$ cat config.mk
export PLATFORM = sky130hd
export DESIGN_NAME = alu_serial_ctrl_flat
export DESIGN_NICKNAME = d
export VERILOG_FILES = /design/src/rtl/alu_serial_ctrl_if.sv /design/src/rtl/alu_serial_ctrl.sv /design/src/flat_wrapper.sv
export SDC_FILE = /design/constraint.sdc
export NUM_CORES = 1
export LEC_CHECK = 0
export CAP_MARGIN = 20
export CORE_ASPECT_RATIO = 1.1
export CORE_MARGIN = 3
export CORE_UTILIZATION = 25
export DETAILED_ROUTE_END_ITERATION = 7
export SLEW_MARGIN = 10
export SYNTH_ARGS = -nofsm -noshare
export SYNTH_HDL_FRONTEND = slang
export SYNTH_SLANG_ARGS = --single-unit
$ cat constraint.sdc
create_clock -name clk -period 2.15 [get_ports clk]
set_input_delay 0.43 -clock clk [delete_from_list [all_inputs] [get_ports clk]]
set_output_delay 0.43 -clock clk [all_outputs]
set_load 0.1 [all_outputs]
$ cat src/rtl/alu_serial_ctrl_if.sv
// Interface between a requester, alu_serial_ctrl and the downstream 1-bit ALU.
// The optional zero flag is present only when ALU_SERIAL_ZERO_FLAG_EN is defined.
interface alu_serial_ctrl_if #(
  parameter int WIDTH = 8
);
  logic             start;
  logic [1:0]       op_select;
  logic             op_mode;
  logic [WIDTH-1:0] operand_a;
  logic [WIDTH-1:0] operand_b;
  logic             busy;
  logic             done;
  logic [WIDTH-1:0] result;
  logic [1:0]       alu_select;
  logic             alu_mode;
  logic             alu_a;
  logic             alu_b;
  logic             alu_out;
`ifdef ALU_SERIAL_ZERO_FLAG_EN
  logic             zero;
`endif

  modport slave (
    input  start, op_select, op_mode, operand_a, operand_b, alu_out,
`ifdef ALU_SERIAL_ZERO_FLAG_EN
    output zero,
`endif
    output busy, done, result, alu_select, alu_mode, alu_a, alu_b
  );

  modport master (
    output start, op_select, op_mode, operand_a, operand_b, alu_out,
`ifdef ALU_SERIAL_ZERO_FLAG_EN
    input  zero,
`endif
    input  busy, done, result, alu_select, alu_mode, alu_a, alu_b
  );
endinterface

$ cat src/rtl/alu_serial_ctrl.sv
// Bit-serial sequencer feeding a 1-bit ALU LSB first and reassembling its output.
// Optional zero flag: define ALU_SERIAL_ZERO_FLAG_EN.
//
// state | meaning
// IDLE  | waiting for start; operands and opcode latched on start
// SHIFT | one bit pair presented per clock, ALU output shifted into result
// DONE  | one-cycle done pulse, result valid; start ignored
module alu_serial_ctrl #(
  parameter int WIDTH = 8
) (
  input logic              clk,
  input logic              rst,
  alu_serial_ctrl_if.slave bus
);
  localparam int CW = $clog2(WIDTH);

  typedef enum logic [1:0] {
    IDLE  = 2'd0,
    SHIFT = 2'd1,
    DONE  = 2'd2
  } state_t;

  state_t           state, state_nxt;
  logic [WIDTH-1:0] sh_a, sh_b, sh_r, result_q;
  logic [CW-1:0]    cnt;
  logic [1:0]       sel_q;
  logic             mode_q;
  logic             last;

  assign last           = (cnt == CW'(WIDTH - 1));
  assign bus.result     = result_q;
  assign bus.alu_select = sel_q;
  assign bus.alu_mode   = mode_q;

  always_ff @(posedge clk or posedge rst) begin
    if (rst) state <= IDLE;
    else     state <= state_nxt;
  end

  always_comb begin
    state_nxt = state;
    bus.busy  = 1'b0;
    bus.done  = 1'b0;
    bus.alu_a = 1'b0;
    bus.alu_b = 1'b0;
    case (state)
      IDLE:  if (bus.start) state_nxt = SHIFT;
      SHIFT: begin
        bus.busy  = 1'b1;
        bus.alu_a = sh_a[0];
        bus.alu_b = sh_b[0];
        if (last) state_nxt = DONE;
      end
      DONE: begin
        bus.busy  = 1'b1;
        bus.done  = 1'b1;
        state_nxt = IDLE;
      end
      default: state_nxt = IDLE;
    endcase
  end

  always_ff @(posedge clk or posedge rst) begin
    if (rst) begin
      sh_a     <= '0;
      sh_b     <= '0;
      sh_r     <= '0;
      result_q <= '0;
      cnt      <= '0;
      sel_q    <= '0;
      mode_q   <= 1'b0;
    end else begin
      case (state)
        IDLE: if (bus.start) begin
          sh_a   <= bus.operand_a;
          sh_b   <= bus.operand_b;
          sel_q  <= bus.op_select;
          mode_q <= bus.op_mode;
          cnt    <= '0;
        end
        SHIFT: begin
          sh_r <= {bus.alu_out, sh_r[WIDTH-1:1]};
          sh_a <= sh_a >> 1;
          sh_b <= sh_b >> 1;
          if (last) begin
            // final bit goes straight into result so it is complete on DONE entry
            result_q <= {bus.alu_out, sh_r[WIDTH-1:1]};
            cnt      <= '0;
          end else begin
            cnt <= cnt + CW'(1);
          end
        end
        default: ;
      endcase
    end
  end

`ifdef ALU_SERIAL_ZERO_FLAG_EN
  logic any_one;
  logic zero_q;

  assign bus.zero = zero_q;

  always_ff @(posedge clk or posedge rst) begin
    if (rst) begin
      any_one <= 1'b0;
      zero_q  <= 1'b0;
    end else begin
      if (state == IDLE && bus.start) begin
        any_one <= 1'b0;
      end else if (state == SHIFT) begin
        any_one <= any_one | bus.alu_out;
        if (last) zero_q <= ~(any_one | bus.alu_out);
      end
    end
  end
`endif
endmodule

$ cat src/flat_wrapper.sv
// flat-port wrapper written by rule: the top's interface ports become plain ports
module alu_serial_ctrl_flat 
#(
  parameter int WIDTH = 8
)
  (clk, rst, bus_start, bus_op_select, bus_op_mode, bus_operand_a, bus_operand_b, bus_alu_out, bus_busy, bus_done, bus_result, bus_alu_select, bus_alu_mode, bus_alu_a, bus_alu_b);
  alu_serial_ctrl_if #(.WIDTH(WIDTH)) bus_i ();
  input logic clk;
  input logic rst;
  input wire logic [$bits(bus_i.start)-1:0] bus_start;
  input wire logic [$bits(bus_i.op_select)-1:0] bus_op_select;
  input wire logic [$bits(bus_i.op_mode)-1:0] bus_op_mode;
  input wire logic [$bits(bus_i.operand_a)-1:0] bus_operand_a;
  input wire logic [$bits(bus_i.operand_b)-1:0] bus_operand_b;
  input wire logic [$bits(bus_i.alu_out)-1:0] bus_alu_out;
  output wire logic [$bits(bus_i.busy)-1:0] bus_busy;
  output wire logic [$bits(bus_i.done)-1:0] bus_done;
  output wire logic [$bits(bus_i.result)-1:0] bus_result;
  output wire logic [$bits(bus_i.alu_select)-1:0] bus_alu_select;
  output wire logic [$bits(bus_i.alu_mode)-1:0] bus_alu_mode;
  output wire logic [$bits(bus_i.alu_a)-1:0] bus_alu_a;
  output wire logic [$bits(bus_i.alu_b)-1:0] bus_alu_b;
  assign bus_i.start = bus_start;
  assign bus_i.op_select = bus_op_select;
  assign bus_i.op_mode = bus_op_mode;
  assign bus_i.operand_a = bus_operand_a;
  assign bus_i.operand_b = bus_operand_b;
  assign bus_i.alu_out = bus_alu_out;
  assign bus_busy = bus_i.busy;
  assign bus_done = bus_i.done;
  assign bus_result = bus_i.result;
  assign bus_alu_select = bus_i.alu_select;
  assign bus_alu_mode = bus_i.alu_mode;
  assign bus_alu_a = bus_i.alu_a;
  assign bus_alu_b = bus_i.alu_b;
  alu_serial_ctrl #(.WIDTH(WIDTH)) u_core (.clk(clk), .rst(rst), .bus(bus_i));
endmodule
Word-level counts from Yosys, hierarchy flattened
Cells that the tools add are included.

storage, ports and cells
  register bits after elaboration = 40
  logic and storage cells = 35
  input bits = 23

cells by class
  eq/ne operators = 5
  add/sub/neg operators = 1
  reduce and logical (&&, ||, !) cells = 7
  multiplexer cells = 14

operators by type and width
  operator               count
  $pmux W8 S2            2
  $mux W8                2
  $reduce_and A2 Y1      4
  $mux W3                2
  $pmux W3 S2            1
  $mux W1                4
  $mux W2                2
  $pmux W2 S2            1
  $add A3 B1 Y3 const B  1
  $eq A3 B3 Y1 const B   1
  $eq A2 B1 Y1 const B   1
  $eq A2 B2 Y1 const B   1
  $logic_not A2 Y1       1
  $ne A2 B1 Y1 const B   1
  $ne A2 B2 Y1 const B   1
  $reduce_bool A2 Y1     1
  $reduce_or A2 Y1       1

Depth between registers and ports, before layout
Gate-level depths: netlist of run 1.

  depth after elaboration = 3
  depth in mapped cells = 8

Worst setup path after synthesis of run 1
Ideal clock, no wire load.

  path kind = reg2out
  from = register u_core.state[1]
  to = output bus_alu_a
  required time = 1.720 ns
  slack = -0.038 ns
  arrival time = 1.758 ns
  cell stages (with the launch flop) = 6
  cell sequence = dfrtp_1 inv_1 ha_1 buf_2 buf_2 and2_1

on the way
  cells in the longest elaborated chain, start to end = 2

RTL lines
  item                    line                   text
  start, declared         alu_serial_ctrl.sv:23  state_t state, state_nxt;
  start signal, assigned  alu_serial_ctrl.sv:37  else state <= state_nxt;
  $eq A2 B1 Y1            alu_serial_ctrl.sv:46  case (state)
  $mux W1                 alu_serial_ctrl.sv:46
  end, declared           flat_wrapper.sv:21     output wire logic [$bits(bus_i.alu_a)-1:0] bus_alu_a;

No other way between the ends.

Worst setup path in the final report of run 1
  from = register u_core.state[1]
  to = output bus_alu_b

on the way
  cells in the longest elaborated chain, start to end = 2

RTL lines
  item           line                   text
  $eq A2 B1 Y1   alu_serial_ctrl.sv:46
  $mux W1        alu_serial_ctrl.sv:46
  end, declared  flat_wrapper.sv:22     output wire logic [$bits(bus_i.alu_b)-1:0] bus_alu_b;

No other way between the ends.

==> impl_metrics.csv, run 1 <==
group,metric,value,unit
timing,tightest_slew,0.506,ns
setup_path,r2r_cells,6,
layout,final_common_cell,"dfrtp_1",
global_routing,antenna_found_initial,0,
setup_path,crit-reg2reg-launch,"u_core.state[1]",
timing,hold_slack,0.482,ns
routing,wl_per_cell,13.5,um
clocking,post_cts_resized,0,
synthesis,syn_nets,165,
timing,timing.fmax,520,MHz
timing,setup_viol,0,
clocking,clk_latency,0.29,ns
setup_path,cp_top_family,"flip-flops",
timing,fin_crit,1.92,ns
status,outcome,"finished clean",
die,die_h,94.8,um
setup_path,crit_path_max_fanout,6,
global_routing,first_global_vias,1247,
setup_path,path_depth,4,
setup_path,crit_path_end,"bus_alu_b",
setup_path,worst_ep_arrival_time,1.49,ns
hold_path,whs_path_depth,1,
clocking,cts_tree,"yes",
timing,tns,0,ns
setup_path,endpoint_kind,"output pin",
setup_path,path_cells,"inv_1 -> ha_1 -> and2_2 -> buf_12",
clocking,cts_setup_buffers,0,
routing,via_per_inst,4.64,
die,die-area,8220,um^2
timing,skew,0.00586,ns
layout,layout-drive-gt1-share,20.0,%
die,io_pins,38,
synthesis,synth_seq_cells,39,
clocking,ctsHoldBuffers,0,
setup_path,reg2reg_slack,0.42,ns
synthesis,syn-mean-instance-area,13.2,um^2
synthesis,synth_cell_types,26,
layout,area_growth,34.0,%
routing,via_count,1216,
layout,most-common-layout-cells,"39 x dfrtp_1, 22 x clkdlybuf4s50_1, 19 x mux2_1",
flow_run,drv_cap,0,
die,core,6750,um^2
global_routing,grt_pass1_wl,6.10,mm
synthesis,synth_cells,136,
synthesis,ys_seq_area_share,54.5,%
routing,drt-initial-drc-count,37,
placed_design,port-buffer-count,37,
clocking,cts_max_level,2,
hold_path,hp-class,"reg2reg",
clocking,cts_buffers,5,
die,initial_utilization,26.5,%
setup_path,criticalPathCategory,"reg2out",
placed_design,dp_hpwl,2.52,mm
routing,antenna_left,0,
setup_path,cp.required,1.72,ns
power,ir_worst_vdd,0.00115,V
global_routing,overflow,0,
routing,drcViolationCount,0,
clocking,cts_max_path_buffers,2,
setup_path,worstSetupStartpointType,"flop",
timing,final_hold_viol_count,0,
clocking,root_buffer,"clkbuf_8",
placed_design,place_congestion,0.713,
clocking,cts.sinks,39,
setup_path,path_buf_inv,2,
timing,drv_slew,0,
power,power_density,1620,nW/um^2
layout,nets,208,
setup_path,crit_start,"u_core.state[1]",
routing,dr.pass1.iters,4,
routing,wl,3.53,mm
setup_path,crit_slowest_cell,"dfrtp_1",
synthesis,synth_area,1790,um^2
global_routing,grt_max_degree,40,
die,die_w,86.7,um
clocking,clk_pin_slew,0.08,ns
timing,maxSlewHeadroom,66.3,%
layout,diodes,0,
synthesis,synth_warnings,0,
timing,timing.final.crit_share,89.5,%
setup_path,worstReg2RegEnd,"u_core.sh_b[3]",
timing,rsz0062_at_grt,"no",
power,p_leak,0.00108,uW
setup_path,max_stage_delay,0.40,ns
die,placementRows,31,
global_routing,grt_usage,9.53,%
layout,fillers,700,
[sequential cells by signal (all words and copies together), names as in the netlist]
signal,count
u_core.bus.alu_mode,1
u_core.bus.alu_select,2
u_core.bus.result,8
u_core.cnt,3
u_core.sh_a,8
u_core.sh_b,8
u_core.sh_r,7
u_core.state,2
[power breakdown]
group          total [uW]  switching, uW  internal, uW
clock                 627            251           375
sequential           1200            164          1030
combinational        2060           1270           784
[how the worst min path moves through the flow]
stage                         startpoint                    to  slack [ns]
after detailed placement  u_core.sh_r[1]  u_core.bus.result[0]        0.47
after global placement    u_core.sh_r[1]  u_core.bus.result[0]        0.47
final                     u_core.sh_r[1]  u_core.bus.result[0]        0.48
after CTS                 u_core.sh_r[1]  u_core.bus.result[0]        0.48
after global routing      u_core.sh_r[1]        u_core.sh_r[1]        0.50
after floorplan           u_core.sh_r[1]        u_core.sh_r[1]        0.45
[per-layer routing]
metal | up-vias | GRT usage (%) | wire (um)
li1 | 573 | - | -
met1 | 615 | 12.5 | 1650
met2 | 24 | 14.5 | 1660
met3 | 4 | 3.23 | 180
met4 | 0 | 3.51 | 41
met5 | - | 0 | 0
[synthesized netlist by cell type]
master | n | area [um^2]
dfrtp_1 | 39 | 976
mux2_1 | 19 | 214
nand2b_1 | 8 | 50.1
a21o_1 | 7 | 52.6
nand3b_1 | 7 | 52.6
o211a_1 | 7 | 70.1
o221a_1 | 7 | 78.8
ha_1 | 6 | 75.1
nand2_1 | 5 | 18.8
nor2b_1 | 4 | 25.0
buf_2 | 3 | 15.0
inv_1 | 3 | 11.3
a32o_1 | 2 | 20.0
and2_1 | 2 | 12.5
buf_4 | 2 | 15.0
clkbuf_1 | 2 | 7.51
nand3_1 | 2 | 10.0
nor2_1 | 2 | 7.51
o21ai_1 | 2 | 10.0
buf_6 | 1 | 11.3
mux2i_2 | 1 | 13.8
nand2_2 | 1 | 6.26
nand2_4 | 1 | 11.3
o22a_1 | 1 | 8.76
o31ai_2 | 1 | 12.5
or2_0 | 1 | 6.26
[per-stage QoR]
stage / std cells / setup WS [ns] / cell area (um^2) / utilization, % / total power (uW)
2_1_floorplan: 136 / 0.246 / 1790 / - / 2740
3_3_place_gp: 254 / 0.381 / 2280 / 33.8 / 3260
3_5_place_dp: 254 / 0.366 / 2280 / 33.8 / 3290
4_1_cts: 262 / 0.193 / 2400 / 35.6 / 3940
5_1_grt: 262 / 0.116 / 2400 / 35.6 / 4120
6_report: 262 / 0.226 / 2400 / 35.6 / 3880
[final cells by class]
class / instances / area [um^2] / share of cell area (%)
clock buffers: 6 / 82.6 / 3.44
clock inverters: 2 / 35.0 / 1.46
inverters: 3 / 11.3 / 0.469
multi-input cells: 86 / 758 / 31.6
flip-flops and latches: 39 / 976 / 40.6
well taps: 82 / 103 / 4.27
repair buffers: 44 / 435 / 18.1
[cell families (layout without fill, tap and decap cells)]
logic type	after synthesis	count (layout)	synth area share, %
simple gates	33	33	11.2
fa+ha+maj	6	6	4.19
buf+inv	11	55	3.35
compound gates	27	27	14.1
flops	39	39	54.5
mux	20	20	12.7
Note: power is estimated with default switching activity, not from simulation.
==> inputs of run 2 (changes only) <==
- CTS_CLUSTER_SIZE: default -> 28
==> results of run 2 <==
Final layout, timing and power as in run 1 (identical DEF).
